**config.mk**
```make
export PLATFORM = sky130hd
export DESIGN_NAME = led_meter
export DESIGN_NICKNAME = d
export VERILOG_FILES = /design/src/rtl/led_meter.sv
export SDC_FILE = /design/constraint.sdc
export NUM_CORES = 1
export LEC_CHECK = 0
export CORE_MARGIN = 3
export CORE_UTILIZATION = 28
export CTS_CLUSTER_SIZE = 30
export DETAILED_ROUTE_END_ITERATION = 8
export DONT_BUFFER_PORTS = 1
export PLACE_DENSITY = 0.5
export SETUP_SLACK_MARGIN = 0.3
export SLEW_MARGIN = 20
export SYNTH_ARGS = -nofsm -noshare
export SYNTH_HDL_FRONTEND = slang
export SYNTH_SLANG_ARGS = --single-unit
```
**constraint.sdc**
```tcl
create_clock -name clk -period 2.9 [get_ports clk]
set_input_delay 0.58 -clock clk [delete_from_list [all_inputs] [get_ports clk]]
set_output_delay 0.58 -clock clk [all_outputs]
set_load 0.1 [all_outputs]
```
**src/rtl/led_meter.sv**
```systemverilog
// Audio level bar-graph driver: clamps each sampled level, tracks a held and
// slowly decaying peak marker, and renders BAR / DOT / BAR_PEAK / FREEZE views.
module led_meter #(
  parameter int N_BAR       = 9,
  parameter int LVL_W       = 4,
  parameter int HOLD_TICKS  = 8,
  parameter int DECAY_TICKS = 2
) (
  input  logic             clk,
  input  logic             rst_n,
  input  logic             tick,
  input  logic [LVL_W-1:0] level,
  input  logic [1:0]       mode,
  input  logic             flag_in,
  output logic [15:0]      led
);

  localparam logic [1:0] M_BAR      = 2'b00;
  localparam logic [1:0] M_DOT      = 2'b01;
  localparam logic [1:0] M_BAR_PEAK = 2'b10;
  localparam logic [1:0] M_FREEZE   = 2'b11;

  localparam logic [LVL_W-1:0] N_BAR_L = LVL_W'(N_BAR);
  localparam logic [7:0]       HOLD_L  = 8'(HOLD_TICKS);
  localparam logic [7:0]       DECAY_L = 8'(DECAY_TICKS);

  logic [LVL_W-1:0] cur, pk, cur_n, pk_n, lvl_c, pk_dec;
  logic [7:0]       hc, dc, hc_n, dc_n;
  logic [14:0]      disp;
  logic             upd;
  int               cur_i, pk_i;

  // tick is a one-cycle strobe with no backpressure: level is taken on every
  // cycle where tick=1 and mode is not FREEZE; there is no ready/acknowledge.
  assign upd    = tick && (mode != M_FREEZE);
  assign lvl_c  = (level > N_BAR_L) ? N_BAR_L : level;
  assign pk_dec = pk - LVL_W'(1);

  always_comb begin
    cur_n = cur;
    pk_n  = pk;
    hc_n  = hc;
    dc_n  = dc;
    if (upd) begin
      cur_n = lvl_c;
      if (lvl_c >= pk) begin
        pk_n = lvl_c;
        hc_n = HOLD_L;
        dc_n = DECAY_L;
      end else if (hc != 8'd0) begin
        hc_n = hc - 8'd1;
      end else if (dc > 8'd1) begin
        dc_n = dc - 8'd1;
      end else begin
        // Peak is strictly above lvl_c here, so this floor only guards the invariant.
        pk_n = (pk_dec < lvl_c) ? lvl_c : pk_dec;
        dc_n = DECAY_L;
      end
    end
  end

  // Display is built from the registered state, giving tick->led latency of two edges.
  always_comb begin
    disp  = '0;
    cur_i = int'(cur);
    pk_i  = int'(pk);
    for (int i = 0; i < 15; i++) begin
      if (i < N_BAR) begin
        case (mode)
          M_BAR:      disp[i] = (i < cur_i);
          M_DOT:      disp[i] = (cur_i != 0) && (i == cur_i - 1);
          M_BAR_PEAK: disp[i] = (i < cur_i) || ((pk_i != 0) && (i == pk_i - 1));
          default:    disp[i] = led[i];
        endcase
      end
    end
  end

  always_ff @(posedge clk) begin
    if (!rst_n) begin
      cur <= '0;
      pk  <= '0;
      hc  <= '0;
      dc  <= '0;
      led <= 16'h0000;
    end else begin
      cur       <= cur_n;
      pk        <= pk_n;
      hc        <= hc_n;
      dc        <= dc_n;
      led[14:0] <= disp;
      led[15]   <= flag_in;
    end
  end

endmodule

```
==> metrics.txt, run 1 <==
Worst IR Drop VDD=roughly 240 µV; number of enable flip-flop cells after synthesis=0; post-layout instance area=approximately 0.0025 mm²; Detailed Route WL=approximately 5100 µm; cell area after synthesis=~0.0023 mm²; biggest area consumer among synthesized cells=dfxtp_1; post-layout minimum cycle time=around 2.4 ns; largest net degree at the start of global routing=32; fin. max-slew vios=0; via density per instance=just over 5; global-route wire length before repair=8740 µm; Rel. slew slack=a little over a third; area added between synthesis and finish=7.63%; max-cap violation count=0; WP data arrival=around 2.5 ns; mean cell area of the mapped netlist=about 8 µm²; top-level port count=26; share of the synthesized area in the top cell type=a little under 30%; flip-flop and latch count after synthesis=34; antenna violations before repair=0; total routing usage reported by global routing=between 10% and 20%; period utilisation layout=between 80% and 90%; Cell Area, Placed=about 0.0024 mm²; worst slack on hold paths=0.413 ns; H-tree level count=2; final RePlAce weighted congestion=roughly 0.84; share of synthesized area occupied by flip-flops and latches=29.7%; via count of the first global-routing pass=between 1500 and 2000; number of optimization iterations in the first detailed-route pass=5; overall die area=roughly 0.0093 mm²; root cell of the clock tree=clkbuf_8; R2R setup slack=between 0.5 and 0.6 ns; TritonCTS sink count=34; clock skew after layout=~0.0032 ns; CORE AREA=roughly 0.008 mm²; proportion of synthesized flip-flops having asynchronous set or reset=0%; clock latency at the later pin of the worst-skew pair=around 0.28 ns; CTS clock-pin slew for the worst setup and hold paths=0.07 ns; cells after synthesis=289; width of the die=between 90 and 100 µm; non-filler cells, final=slightly below 400; leftover overflow at the end of global routing=0; total power per unit cell area=approximately 860 mW/mm²; final-layout setup total negative slack=0 ns; starting utilization of the core area=between 20 and 30%; remaining antenna violation count after routing=0; clock tree from TritonCTS=yes; Crit path required time=3.07 ns; Hold WC Path Type=primary input to register; biggest area contributors in the synthesized netlist=dfxtp_1 (30%), ha_1 (11%), nor2_1 (5.1%), nand2_1 (4.4%), o21ai_0 (3.7%); Worst setup EP type=register; total of warnings raised by yosys=0; kind of start point of the critical path=register; IO Port Bufs=0; number of placed instances, taps included=between 300 and 400; final hold vios=0; number of diodes added for antenna fixing=0; highest net fanout along the worst path=6; die height=~97 µm; commonest register cell after synthesis=dfxtp_1; leak pwr=0.952 nW; final setup fails=0; number of distinct library cells after synthesis=52; number of clock buffers inserted by TritonCTS=5; drt initial violations=113; Std-Cell Rows=32; average routed wire per standard cell=roughly 13 µm; layout cell share with drive strength beyond 1=roughly 9.1%; measured slew at the worst slew-check pin=0.978 ns; via count=approximately 2000; count of filler cells inserted in the layout=about 860; Max Root-Sink Buffers=2; Fmax=0.425 GHz; status=finished, final reports clean; net total in the final layout=about 320; DRC violations left=0; setup repair after global routing missed its margin=false; type of the setup path with the least slack=register to register; HPWL reported at the end of detailed placement=roughly 3900 µm
==> layout make-up <==
cell class / instances / area [µm²] / area share, %
clock buffers: 7 / 86.3 / 3.50
inverters: 19 / 71.3 / 2.89
clock inverters: 1 / 5.00 / 0.203
repair buffers: 4 / 30.0 / 1.22
flip-flops and latches: 34 / 681 / 27.6
multi-input cells: 221 / 1470 / 59.5
well taps: 102 / 128 / 5.17
==> timing repair <==
action,in CTS,in global routing
hold buffers,0,0
endpoints found under the hold margin,0,0
gates resized for setup,0,6
endpoints found under the setup margin,0,20
setup buffers,0,0
==> through the flow <==
step	total power, W	setup WS, ns	util (%)
global placement	0.00173	0.204	30.1
floorplan	0.00155	0.393	-
detailed placement	0.00173	0.171	30.1
CTS	0.00211	0.483	31.3
finish	0.00212	0.549	31.5
global route	0.00230	0.346	31.5
==> critical path, cell delays in order (launching register included) <==
cell	delay [ns]
dfxtp_1	0.40
buf_4	0.17
inv_1	0.09
ha_1	0.28
xor2_1	0.20
ha_1	0.21
a21oi_1	0.27
o21ai_0	0.13
nand2_1	0.20
mux2i_1	0.21
o22ai_1	0.08
==> cells in the mapped netlist (3+ instances only) <==
cell type / number
nor3_1: 8
o22ai_1: 5
buf_4: 7
xnor2_1: 8
a41oi_1: 3
ha_1: 21
and2_1: 5
nand2b_1: 3
dfxtp_1: 34
inv_1: 19
nand3_1: 5
nand2_1: 27
a31oi_1: 6
a21boi_0: 4
mux2i_1: 4
o21ai_0: 17
nor2b_1: 4
a2111oi_0: 3
xor2_1: 4
a21oi_1: 16
clkbuf_1: 10
nor2_1: 31
o21a_1: 4
o2111ai_1: 3
==> placed cells by master (no fill, tap or decap), types with 6 or more instances in the layout <==
cell / instances
conb_1: 6
ha_1: 21
o21ai_0: 16
xnor2_1: 8
nor3_1: 8
a31oi_1: 6
nand2_1: 27
dfxtp_1: 34
clkbuf_8: 6
nor2_1: 30
inv_1: 19
a21oi_1: 15
==> layer usage <==
metal,part of all wire (%),wire (µm),GRT usage (%)
met2,43,2230,17.8
met1,48,2460,15.8
met5,0,0,0
met3,7.5,386,3.25
met4,1.5,75,5.14
==> path summary, 6_finish.rpt <==
check                          start                  to  cells after the start
setup / recovery  pk[0]$_SDFFE_PN0P_  pk[0]$_SDFFE_PN0P_                     10
hold / removal                 rst_n  led[15]$_SDFF_PN0_                      1
setup reg to reg  pk[0]$_SDFFE_PN0P_  pk[0]$_SDFFE_PN0P_                     10
hold reg to reg   dc[0]$_SDFFE_PN0P_  dc[0]$_SDFFE_PN0P_                      2
==> flip-flops by register name, indices dropped and copies added, names as in the netlist <==
signal	flops
led	10
dc	8
hc	8
cur	4
pk	4
==> logic make-up after synthesis <==
kind of cell / share of synthesized area [%]
muxes: 1.74
AOI/OAI and AO/OA: 22.5
buffers and inverters: 7.80
other: 0.163
xor gates and xnor gates: 4.58
adders and majority gates: 11.5
and+or+nand+nor: 22.1
DFF: 29.7
==> where the power goes <==
group,leakage [nW],switching [W],total (W),internal [W]
Combinational,0.625,0.000623,0.00103,0.000409
Sequential,0.278,0.000162,0.000721,0.000558
Clock,0.0482,0.000175,0.000367,0.000192
Note: power is estimated with default switching activity, not from simulation.
==> inputs of run 2 (changes only) <==
--- a/config.mk
+++ b/config.mk
@@ -10,7 +10,7 @@
 export CTS_CLUSTER_SIZE = 30
 export DETAILED_ROUTE_END_ITERATION = 8
 export DONT_BUFFER_PORTS = 1
-export PLACE_DENSITY = 0.5
+export PLACE_DENSITY = 0.52
 export SETUP_SLACK_MARGIN = 0.3
 export SLEW_MARGIN = 20
 export SYNTH_ARGS = -nofsm -noshare
==> constraint.sdc (replaced) <==
create_clock -name clk -period 2 [get_ports clk]
set_input_delay 0.4 -clock clk [delete_from_list [all_inputs] [get_ports clk]]
set_output_delay 0.4 -clock clk [all_outputs]
set_load 0.1 [all_outputs]
==> metrics.txt, run 2 (synthesized netlist as in run 1, its figures left out) <==
remaining antenna violation count after routing=0 (unchanged); Cell Area, Placed=0.00269 mm² (was 0.00236 mm²); count of filler cells inserted in the layout=826 (was 856); highest net fanout along the worst path=6 (unchanged); clock tree from TritonCTS=yes (unchanged); Detailed Route WL=5930 µm (was 5150 µm); leak pwr=1.22 nW (was 0.952 nW); width of the die=96.5 µm (unchanged); number of placed instances, taps included=411 (was 380); drt initial violations=83 (was 113); H-tree level count=2 (unchanged); Worst setup EP type=register (unchanged); period utilisation layout=a little over nine tenths; TritonCTS sink count=34 (unchanged); WP data arrival=2.10 ns (was 2.52 ns); kind of start point of the critical path=primary input (was register); worst setup slack after layout=0.0744 ns (was 0.549 ns); status=finished, final reports clean (unchanged); via count=2115 (was 1974); root cell of the clock tree=clkbuf_8 (unchanged); register name with the most flops=led (unchanged); largest net degree at the start of global routing=32 (unchanged); Crit path required time=2.18 ns (was 3.07 ns); post-layout instance area=0.00315 mm² (was 0.00247 mm²); non-filler cells, final=428 (was 388); final setup fails=0 (unchanged); IO Port Bufs=0 (unchanged); leading cell type in the layout, fill and taps excluded=buf_4 (was dfxtp_1); total power per unit cell area=1300 mW/mm² (was 858 mW/mm²); leftover overflow at the end of global routing=0 (unchanged); number of flip-flops under the largest register name=10 (unchanged); clock latency at the later pin of the worst-skew pair=0.28 ns (about the same); number of clock buffers inserted by TritonCTS=5 (unchanged); Hold-fix buffers, CTS=0 (unchanged); final RePlAce weighted congestion=0.919 (was 0.835); number of diodes added for antenna fixing=0 (unchanged); area added between synthesis and finish=37.3% (was 7.63%); post-layout minimum cycle time=1.93 ns; HPWL reported at the end of detailed placement=4220 µm (was 3860 µm); CORE AREA=0.00785 mm² (unchanged); via density per instance=4.94 (was 5.09); slowest library cell on the worst path=o311a_4 (was dfxtp_1); Critical path origin=level[2] (was pk[0]$_SDFFE_PN0P_); setup repair after global routing missed its margin=true (was false); combined buffer and inverter count along the critical path=1 (was 2); Hold Startpoint=flag_in (was rst_n); clock skew after layout=0.00583 ns (was 0.00320 ns); final hold vios=0 (unchanged); max-cap violation count=0 (unchanged); top-level port count=26 (unchanged); fin. max-slew vios=0 (unchanged); Regs by FF count=led x10, dc x8, hc x8 (unchanged); DRC violations left=0 (unchanged); net total in the final layout=356 (was 316); overall die area=0.00932 mm² (unchanged); most frequent cells in the layout=buf_4 (42), dfxtp_1 (32), nor2_1 (25), nand2_1 (24) (was dfxtp_1 (34), nor2_1 (30), nand2_1 (27), ha_1 (21), inv_1 (19)); antenna violations before repair=0 (unchanged); CTS clock-pin slew for the worst setup and hold paths=0.07 ns (about the same); Worst Setup Slack post-DPL=-0.251 ns (was 0.171 ns); ordered list of cells on the worst path=nor2_4, nor2_1, nor2_2, ha_4, nand2b_4, a2111oi_4, buf_4, or2_4, nand2_2, o311a_4 (was buf_4, inv_1, ha_1, xor2_1, ha_1, a21oi_1, o21ai_0, nand2_1, mux2i_1, o22ai_1); cell type group with the largest total delay on the critical path=simple AND/OR/NAND/NOR gates (was adder cells); via count of the first global-routing pass=2094 (was 1826); total routing usage reported by global routing=13.5% (was 11.8%); Hold WC Path Type=primary input to register (unchanged); FF-to-FF Start=pk[0]$_SDFFE_PN0P_ (unchanged); Fmax=0.519 GHz; Worst IR Drop VDD=777 µV (was 236 µV); starting utilization of the core area=29.2% (unchanged); die height=96.5 µm (unchanged); layout cell share with drive strength beyond 1=35.0% (was 9.09%); Max Root-Sink Buffers=2 (unchanged); average routed wire per standard cell=13.9 µm (was 13.3 µm); Worst path max stage delay=0.29 ns (was 0.40 ns); global-route wire length before repair=9830 µm (was 8740 µm); number of optimization iterations in the first detailed-route pass=4 (was 5); type of the setup path with the least slack=primary input to register (was register to register); Std-Cell Rows=32 (unchanged)
## run 2: cell count changes in the layout (fill, tap and decap cells not counted), sizes merged
cell,change
buf,+39
or2,+1
## run 2: report_power, final
part / switching [W] / total [W] / internal [W]
Sequential: 0.000135 / 0.000951 / 0.000816
Combinational: 0.00146 / 0.00262 / 0.00116
Clock: 0.000261 / 0.000539 / 0.000278
Total: 0.00186 / 0.00411 / 0.00225
## run 2: final timing paths
kind | slack, ns | cells past startpoint | to
max | 0.07 | 10 | dc[1]$_SDFFE_PN0P_
max reg2reg | 0.08 | 8 | hc[6]$_SDFFE_PN0P_
min reg2reg | 0.49 | 2 | led[1]$_SDFFE_PN0P_
min | 0.25 | 1 | led[15]$_SDFF_PN0_
## run 2: area by class of cell
cell class	instances	area, µm²	share of cell area, %
Sequential cell	34	688	21.8
Inverter	19	73.8	2.34
Clock buffer	7	86.3	2.74
Multi-Input combinational cell	222	1840	58.5
Tap cell	102	128	4.05
Timing Repair Buffer	43	327	10.4
Clock inverter	1	5.00	0.159
## run 2: repair_timing
action	in CTS	in global routing
gates cloned	1	0
endpoints found under the setup margin	25	28
resized for setup	38	30
buffers inserted	7	1
pin swaps	22	19
## run 2: through the flow
step / hold slack (ns) / TNS (ns) / total power [W] / util [%]
floorplan: 0.480 / -1.13 / 0.00239 / -
global placement: 0.471 / -2.83 / 0.00290 / 34.3
detailed placement: 0.482 / -3.80 / 0.00290 / 34.3
CTS: 0.229 / 0 / 0.00387 / 38.4
global route: 0.225 / -0.0321 / 0.00442 / 40.1
finish: 0.245 / 0 / 0.00411 / 40.1
## run 2: per-layer routing
metal / share of wire (%) / up-vias / track usage [%]
li1: - / 1079 / -
met1: 46 / 994 / 17.2
met2: 49 / 38 / 22.5
met3: 4.6 / 4 / 3.33
met4: 0.54 / 0 / 3.74
met5: 0 / - / 0
==> inputs of run 3 (changes only) <==
--- a/config.mk
+++ b/config.mk
@@ -12,7 +12,6 @@
 export DONT_BUFFER_PORTS = 1
 export PLACE_DENSITY = 0.52
 export SETUP_SLACK_MARGIN = 0.3
-export SLEW_MARGIN = 20
 export SYNTH_ARGS = -nofsm -noshare
 export SYNTH_HDL_FRONTEND = slang
 export SYNTH_SLANG_ARGS = --single-unit
==> results of run 3 <==
Final layout, timing and power as in run 2 (identical DEF).
